**src/rtl/vga_sync_rx.sv**
```systemverilog
// vga_sync_rx: recovers pixel timing from an asynchronous VGA stream, locks onto the
// configured line/frame geometry and emits active-area pixels with coordinates.
module vga_sync_rx #(
  parameter int CLK_PER_PIX = 8,
  parameter int H_TOTAL     = 800,
  parameter int H_SYNC      = 96,
  parameter int H_ACT_START = 144,
  parameter int H_ACT_END   = 784,
  parameter int V_TOTAL     = 525,
  parameter int V_SYNC      = 2,
  parameter int V_ACT_START = 35,
  parameter int V_ACT_END   = 515,
  parameter int LOCK_FRAMES = 2
) (
  input  logic       clk,
  input  logic       rst,
  input  logic       i_hsync,
  input  logic       i_vsync,
  input  logic [2:0] i_r,
  input  logic [2:0] i_g,
  input  logic [1:0] i_b,
  output logic [9:0] o_pix_x,
  output logic [9:0] o_pix_y,
  output logic [7:0] o_pix_rgb,
  output logic       o_pix_valid,
  output logic       o_frame_start,
  output logic       o_locked,
  output logic       o_sync_err
);
  localparam int PW = $clog2(CLK_PER_PIX);
  typedef enum logic [1:0] {SEARCH, TRACK, LOCKED} state_t;
  state_t r_state, w_next;
  logic [1:0] r_hs, r_vs;
  logic [7:0] r_rgb1, r_rgb2;
  logic r_hs_d, r_vs_at_rise;
  logic [PW-1:0] r_phase;
  logic [9:0] r_tick, r_line, r_vs_cnt, r_good, w_good_next, w_good_inc;
  logic w_rise, w_fall, w_tick, w_fs, w_err, w_act;
  assign w_rise = r_hs[1] & ~r_hs_d;
  assign w_fall = ~r_hs[1] & r_hs_d;
  // the rise cycle restarts the phase, so it never counts as a sample point
  assign w_tick = ~w_rise & (r_phase == PW'(CLK_PER_PIX / 2));
  assign w_fs = w_rise & r_vs[1] & ~r_vs_at_rise;
  assign w_err = (w_rise & (r_tick != 10'(H_TOTAL)))
               | (w_fall & (r_tick != 10'(H_SYNC)))
               | (w_tick & (r_tick == 10'(H_TOTAL + 15)))
               | (w_fs & ((r_line != 10'(V_TOTAL - 1)) | (r_vs_cnt != 10'(V_SYNC))));
  assign w_act = (r_state == LOCKED) & w_tick
               & (r_tick >= 10'(H_ACT_START)) & (r_tick < 10'(H_ACT_END))
               & (r_line >= 10'(V_ACT_START)) & (r_line < 10'(V_ACT_END));
  assign w_good_inc = r_good + 10'd1;
  assign o_locked = (r_state == LOCKED);
  always_ff @(posedge clk) begin
    if (rst) begin
      r_hs <= '0;
      r_vs <= '0;
      r_rgb1 <= '0;
      r_rgb2 <= '0;
      r_hs_d <= 1'b0;
      r_vs_at_rise <= 1'b0;
      r_phase <= '0;
      r_tick <= '0;
      r_line <= '0;
      r_vs_cnt <= '0;
      o_pix_x <= '0;
      o_pix_y <= '0;
      o_pix_rgb <= '0;
      o_pix_valid <= 1'b0;
      o_frame_start <= 1'b0;
      o_sync_err <= 1'b0;
    end else begin
      r_hs <= {r_hs[0], i_hsync};
      r_vs <= {r_vs[0], i_vsync};
      r_rgb1 <= {i_r, i_g, i_b};
      r_rgb2 <= r_rgb1;
      r_hs_d <= r_hs[1];
      if (w_rise) begin
        r_phase <= '0;
        r_tick <= '0;
        r_vs_at_rise <= r_vs[1];
        r_line <= w_fs ? '0 : r_line + 10'(r_line != '1);
        // the frame-start rise itself is the first vsync-high line of the new frame
        r_vs_cnt <= w_fs ? 10'd1 : r_vs_cnt + 10'(r_vs[1] && r_vs_cnt != '1);
      end else begin
        r_phase <= (r_phase == PW'(CLK_PER_PIX - 1)) ? '0 : r_phase + 1'b1;
        r_tick <= r_tick + 10'(w_tick && r_tick != '1);
      end
      o_pix_valid <= w_act;
      if (w_act) begin
        o_pix_x <= r_tick - 10'(H_ACT_START);
        o_pix_y <= r_line - 10'(V_ACT_START);
        o_pix_rgb <= r_rgb2;
      end
      o_frame_start <= w_fs;
      o_sync_err <= w_err & (r_state != SEARCH);
    end
  end
  always_ff @(posedge clk) begin
    if (rst) begin
      r_state <= SEARCH;
      r_good <= '0;
    end else begin
      r_state <= w_next;
      r_good <= w_good_next;
    end
  end
  always_comb begin
    w_next = r_state;
    w_good_next = r_good;
    if (r_state == SEARCH) begin
      w_next = w_fs ? TRACK : SEARCH;
      w_good_next = w_fs ? '0 : r_good;
    end else if (w_err) begin
      w_next = SEARCH;
    end else if (r_state == TRACK && w_fs) begin
      w_good_next = w_good_inc;
      w_next = (w_good_inc >= 10'(LOCK_FRAMES)) ? LOCKED : TRACK;
    end
  end
endmodule

```
**config.mk**
```make
export PLATFORM = sky130hd
export DESIGN_NAME = vga_sync_rx
export DESIGN_NICKNAME = d
export VERILOG_FILES = /design/src/rtl/vga_sync_rx.sv
export SDC_FILE = /design/constraint.sdc
export NUM_CORES = 1
export LEC_CHECK = 0
export CAP_MARGIN = 10
export CORE_MARGIN = 3
export CORE_UTILIZATION = 35
export DETAILED_ROUTE_END_ITERATION = 8
export PLACE_DENSITY = 0.64
export SYNTH_ARGS = -nofsm -noshare
export SYNTH_HDL_FRONTEND = slang
export SYNTH_SLANG_ARGS = --single-unit
```
**constraint.sdc**
```tcl
create_clock -name clk -period 2.75 [get_ports clk]
set_clock_uncertainty 0.2 [all_clocks]
set_input_delay 0.55 -clock clk [delete_from_list [all_inputs] [get_ports clk]]
set_output_delay 0.55 -clock clk [all_outputs]
set_load 0.03 [all_outputs]
```
# After elaboration in Yosys (flattened, before gate mapping)
# Cells that the tools add are included.
# word_totals
regBits	98
in_bits	12
output_inout_bits	32
# classes
add_sub_neg	7
magnitude_cmp	5
n_eq_ne	14
mux	11
bitwise_logic	23
n_reduce_logical	10
# ops
cell	count
$mux 10	6
$ne 10x10->1 const B	5
$add 10x1->10	3
$lt 10x10->1 const B	2
$and 1x1->1	15
$add 10x1->10 const B	1
$eq 10x10->1 const B	1
$ge 10x2->1 const B	1
$ge 10x6->1 const B	1
$ge 10x8->1 const B	1
$ne 10x2->1 const B	1
$ne 10x7->1 const B	1
$sub 10x6->10 const B	1
$sub 10x8->10 const B	1
$mux 2	4
$eq 3x3->1 const B	2
$not 1->1	4
$or 1x1->1	4
$reduce_bool 2->1	2
$add 3x1->3 const B	1
$logic_and 1x1->1	3
$reduce_and 3->1	1
$reduce_bool 3->1	1
$reduce_or 3->1	1
7 further kinds	7

# Longest topological paths before layout
# depth
ltp_word	9
mapped_depth	10
ltp_nobuf	10

# Least setup slack after synthesis
# Ideal clock, no wire load.
# synth_path
path_type	reg2reg
start	register r_line[1]
end	register o_pix_x[3]
setup_ns	0.128
t_arrival_ns	1.908
slack_ns	0.514
path_stages_with_launch	10
n_path_buf	2
period_less_slack_ns	2.236
path_cell_list	dfxtp_1 ha_1 or4_4 nand2_2 a21oi_1 o2111a_1 buf_6 buf_6 mux2i_1 nor2_1
# synth_via
elab_chain_cells	3
word_cells_on_any_way	4
classes_between	order compare: 2; bitwise: 2
# synth_rtl
element	line	rtl
from (decl)	37	logic [9:0] r_tick, r_line, r_vs_cnt, r_good, w_good_next, w_good_inc;
from (signal assigned)	81	r_line <= w_fs ? '0 : r_line + 10'(r_line != '1);
$ge 10x6->1	50	& (r_line >= 10'(V_ACT_START)) & (r_line < 10'(V_ACT_END));
$and 1x1->1	50	
$and 1x1->1 (*)	50	
to (signal assigned)	90	o_pix_x <= r_tick - 10'(H_ACT_START);
to (decl)	22	output logic [9:0] o_pix_x,
# Mark *: on every way between the ends. The rest lies on a longest branch, timed or not.
# A chain may end at the register's enable or synchronous reset.

# Worst setup path after layout
# layout_path
start	register r_tick[4]
end	register r_good[6]
# layout_via
elab_chain_cells	7
word_cells_on_any_way	11
classes_between	eq/ne: 4; bitwise: 6; reduce/logical: 1
# layout_rtl
element	line	rtl
from (decl)	37	
from (signal assigned)	86	r_tick <= r_tick + 10'(w_tick && r_tick != '1);
$ne 10x10->1 / $ne 10x7->1 (equally long branches)	44, 45	
$and 1x1->1, on equally long branches	44, 45	
$or 1x1->1	45	| (w_fall & (r_tick != 10'(H_SYNC)))
$or 1x1->1 (*)	46	| (w_tick & (r_tick == 10'(H_TOTAL + 15)))
$or 1x1->1 (*)	47	| (w_fs & ((r_line != 10'(V_TOTAL - 1)) | (r_vs_cnt != 10'(V_SYNC))));
$ne 2x1->1 (no line) (*)	-	
$reduce_and 3->1 (no line) (*)	-	
to (signal assigned)	104	r_good <= w_good_next;
to (decl)	37	
# Marks and branches as above.

==> impl_metrics.py <==
metrics = {
    "synthesis": {
        "synth_compound_area_share_pct": 9.87,
        "ys_seq_elements": 98,
        "synth_edf_count": 0,
        "synth_top_family_by_area": "simple AND/OR/NAND/NOR gates",
        "syn-num-nets": 524,
        "synth_xor_area_share_pct": 6.12,
        "synth_warnings": 0,
        "synthCells": 495,
        "synthesis.area_um2": 4440,
        "yosys.area_share.simple_pct": 25.7,
        "synthAdderAreaFrac_pct": 4.79,
        "synth_area_per_cell_um2": 8.96,
        "synth_ff_type": "dfxtp_1",
        "ys_types": 51,
        "async_reset_ff_share_pct": 0,
        "synthMuxAreaShare_pct": 4.54,
        "ys_seq_area_share_pct": 44.2,
    },
    "global_route": {
        "grtUsageTotal_pct": 13.7,
        "grt_remaining_overflow": 0,
        "grt_antenna_before_repair": 0,
        "grt_pass1_wl_um": 15900,
        "grt_pass1_vias": 3257,
        "grt_max_degree": 46,
    },
    "worst_setup_path": {
        "arrival_ps": 2600,
        "crit_path_start_kind": "register",
        "path_cells": "inv_1 > ha_1 > nor3b_1 > a41oi_1 > a21oi_2 > nand4_1 > or4_1 > a21oi_1",
        "max_stage_delay_ps": 440,
        "cp_slowest_cell": "or4_1",
        "crit_required_ps": 2820,
        "path_max_fanout": 6,
        "worstSetupEndpointType": "register",
        "critical_path_class": "register to register",
    },
    "floorplan": {
        "num_rows": 40,
        "die_width_um": 119,
        "fp.dieH_um": 119,
        "dieArea_um2": 14100,
        "io_pins": 44,
        "coreArea_um2": 12200,
        "initial_core_util_pct": 36.3,
    },
    "timing": {
        "worst_slack_ps": 218,
        "worst_pin_slew_ps": 564,
        "relSlewSlack_pct": 62.3,
        "setup_viol": 0,
        "setup_tns_ps": 0,
        "fmax_mhz": 395,
        "finalMaxSlewViolations": 0,
        "hold_violations": 0,
        "min_period_over_period_pct": 92.1,
        "rsz0062_at_grt": "false",
        "min_period_ps": 2530,
    },
    "cells_and_area": {
        "layout_commonest_cell": "dfxtp_1",
        "insertedDiodeCount": 0,
        "regArea_um2": 1960,
        "finalInstanceArea_um2": 5320,
        "final_cell_mix": "98 x dfxtp_1, 67 x nor2_1, 42 x clkdlybuf4s50_1, 35 x nand2_1, 26 x nor2b_1",
        "multi_input_area_um2": 2270,
        "fin_util_pct": 43.5,
        "final-instance-count-excl-fill": 705,
        "nets": 561,
        "layout-area-overhead-vs-synth_pct": 19.8,
        "fill_cells": 1206,
        "drive_gt1_share_pct": 8.38,
    },
    "route": {
        "postRouteAntennaNets": 0,
        "routed-via-count": 3509,
        "routed_wl_um": 9370,
        "vias_per_cell": 4.98,
        "drc": 0,
        "routedWlPerCell_um": 13.3,
        "drt_first_pass_iters": 7,
        "drtIter0Drc": 348,
    },
    "placed_design": {
        "gp_congestion": 0.959,
        "placed_cells": 685,
        "hpwlAfterDp_um": 6580,
        "placed_cell_area_um2": 5010,
        "place_ws_ps": 225,
        "port_buffers": 43,
    },
    "power_and_ir_drop": {
        "power_frac_comb_pct": 3.7,
        "p_int_w": 0.00212,
        "p_seq_share_pct": 53.3,
        "clkPwrFrac_pct": 43.0,
        "ir_drop_mv": 0.281,
        "switching_power_w": 0.000598,
        "swShare_pct": 22.0,
        "powerDensity_nw_per_um2": 512,
        "power_leakage_nw": 1.91,
    },
    "clocking": {
        "cts_buffers": 9,
        "clock_path_buffers": 2,
        "clkLatencyLatePin_ps": 340,
        "post_cts_resized": 0,
        "cts_tree": "done",
        "cts.clk_slew.worst_paths_ps": 70,
        "clockRootBuffer": "clkbuf_16",
        "clock_tree.htree_level_count": 3,
        "cts_sinks": 98,
    },
    "run_status": {
        "status": "finished, final reports clean",
    },
    "hold_path": {
        "hp-class": "register to register",
    },
    "flow_run": {
        "drv_cap": 0,
    },
}
[cells in the mapped netlist (3+ instances only)]
cell type	instances	share of area, %
a311oi_2	3	1.0
nor2b_1	26	3.7
nor3b_1	5	0.85
a31oi_1	5	0.71
a21oi_1	18	2.0
buf_6	4	1.0
nand2_1	35	3.0
inv_1	14	1.2
clkbuf_1	21	1.8
o21ai_0	14	1.6
xnor2_1	14	2.8
nor2_1	67	5.7
or3_1	7	0.99
a41oi_1	4	0.79
buf_2	6	0.68
a211oi_1	4	0.68
and3_1	6	0.85
nor3_1	10	1.1
nor4_1	4	0.56
xor2_1	17	3.4
nand2b_1	7	0.99
nand3_1	17	1.9
ha_1	17	4.8
nor4b_1	3	0.59
nand4_1	19	2.7
dfxtp_1	98	44
mux2i_1	19	4.3
[per-layer routing]
layer / vias up / share of wire [%] / wire length [um] / GRT usage [%]
met1: 1613 / 48 / 4480 / 17.5
met4: 0 / 1.6 / 150 / 5.00
li1: 1782 / - / - / -
met5: - / 0 / 0 / 0
met3: 11 / 6.2 / 585 / 4.40
met2: 103 / 44 / 4150 / 21.7
[timing repair]
action / CTS / global route
hold buffers: 0 / 0
endpoints found under the setup margin: 0 / 1
hold endpoints to repair: 0 / 0
setup buffers: 0 / 4
[cell type report]
class | instances | share of cell area (%)
Clock buffer | 12 | 4.64
Tap cell | 168 | 3.95
Inverter | 14 | 0.989
Timing Repair Buffer | 58 | 10.4
Clock inverter | 4 | 0.518
Multi-Input combinational cell | 351 | 42.6
Sequential cell | 98 | 36.9
[logic make-up after synthesis]
logic type	count (synthesis)
xor gates and xnor gates	31
muxes	20
buffers and inverters	46
adders and majority gates	17
and+or+nand+nor	220
AOI/OAI and AO/OA	63
DFF	98
[state kept, by name (all words and copies together) (netlist names)]
register and count:
r_tick 10, r_hs_d 1, r_phase 3, r_vs_cnt 10, r_state 2, o_pix_y 10
o_sync_err 1, o_frame_start 1, o_pix_valid 1, r_good 10, r_vs_at_rise 1, r_line 10
r_vs 2, r_rgb1 8, o_pix_x 10, o_pix_rgb 8, r_hs 2, r_rgb2 8
[power groups by stage]
| stage | Combinational (W) | Sequential, W | Clock [W] |
|---|---|---|---|
| floorplan | 0.0000652 | 0.00148 | 0 |
| global placement | 0.0000952 | 0.00148 | 0 |
| detailed placement | 0.0000958 | 0.00148 | 0 |
| CTS | 0.0000961 | 0.00145 | 0.00121 |
| global route | 0.000113 | 0.00145 | 0.00128 |
| finish | 0.000100 | 0.00145 | 0.00117 |
[worst paths after layout]
check / start / endpoint / slack (ps) / cells past startpoint
hold reg to reg: r_rgb1[4] / r_rgb2[4] / 230 / 1
setup reg to reg: r_tick[4] / r_good[6] / 220 / 8
hold / removal: r_rgb1[4] / r_rgb2[4] / 230 / 1
setup / recovery: r_tick[4] / r_good[6] / 220 / 8
[critical path: cells and delay by family (launching register included)]
family / cells / cell delay (ps)
flops: 1 / 370
simple gates: 3 / 950
fa+ha+maj: 1 / 170
buf+inv: 1 / 140
compound gates: 3 / 620
[through the flow]
step	hold WS, ps	total power [W]
after global routing	256	0.00284
after global placement	217	0.00158
after CTS	236	0.00276
after detailed placement	222	0.00158
final	234	0.00272
after floorplan	214	0.00154
No activity file was read; power rests on OpenSTA's default activity.
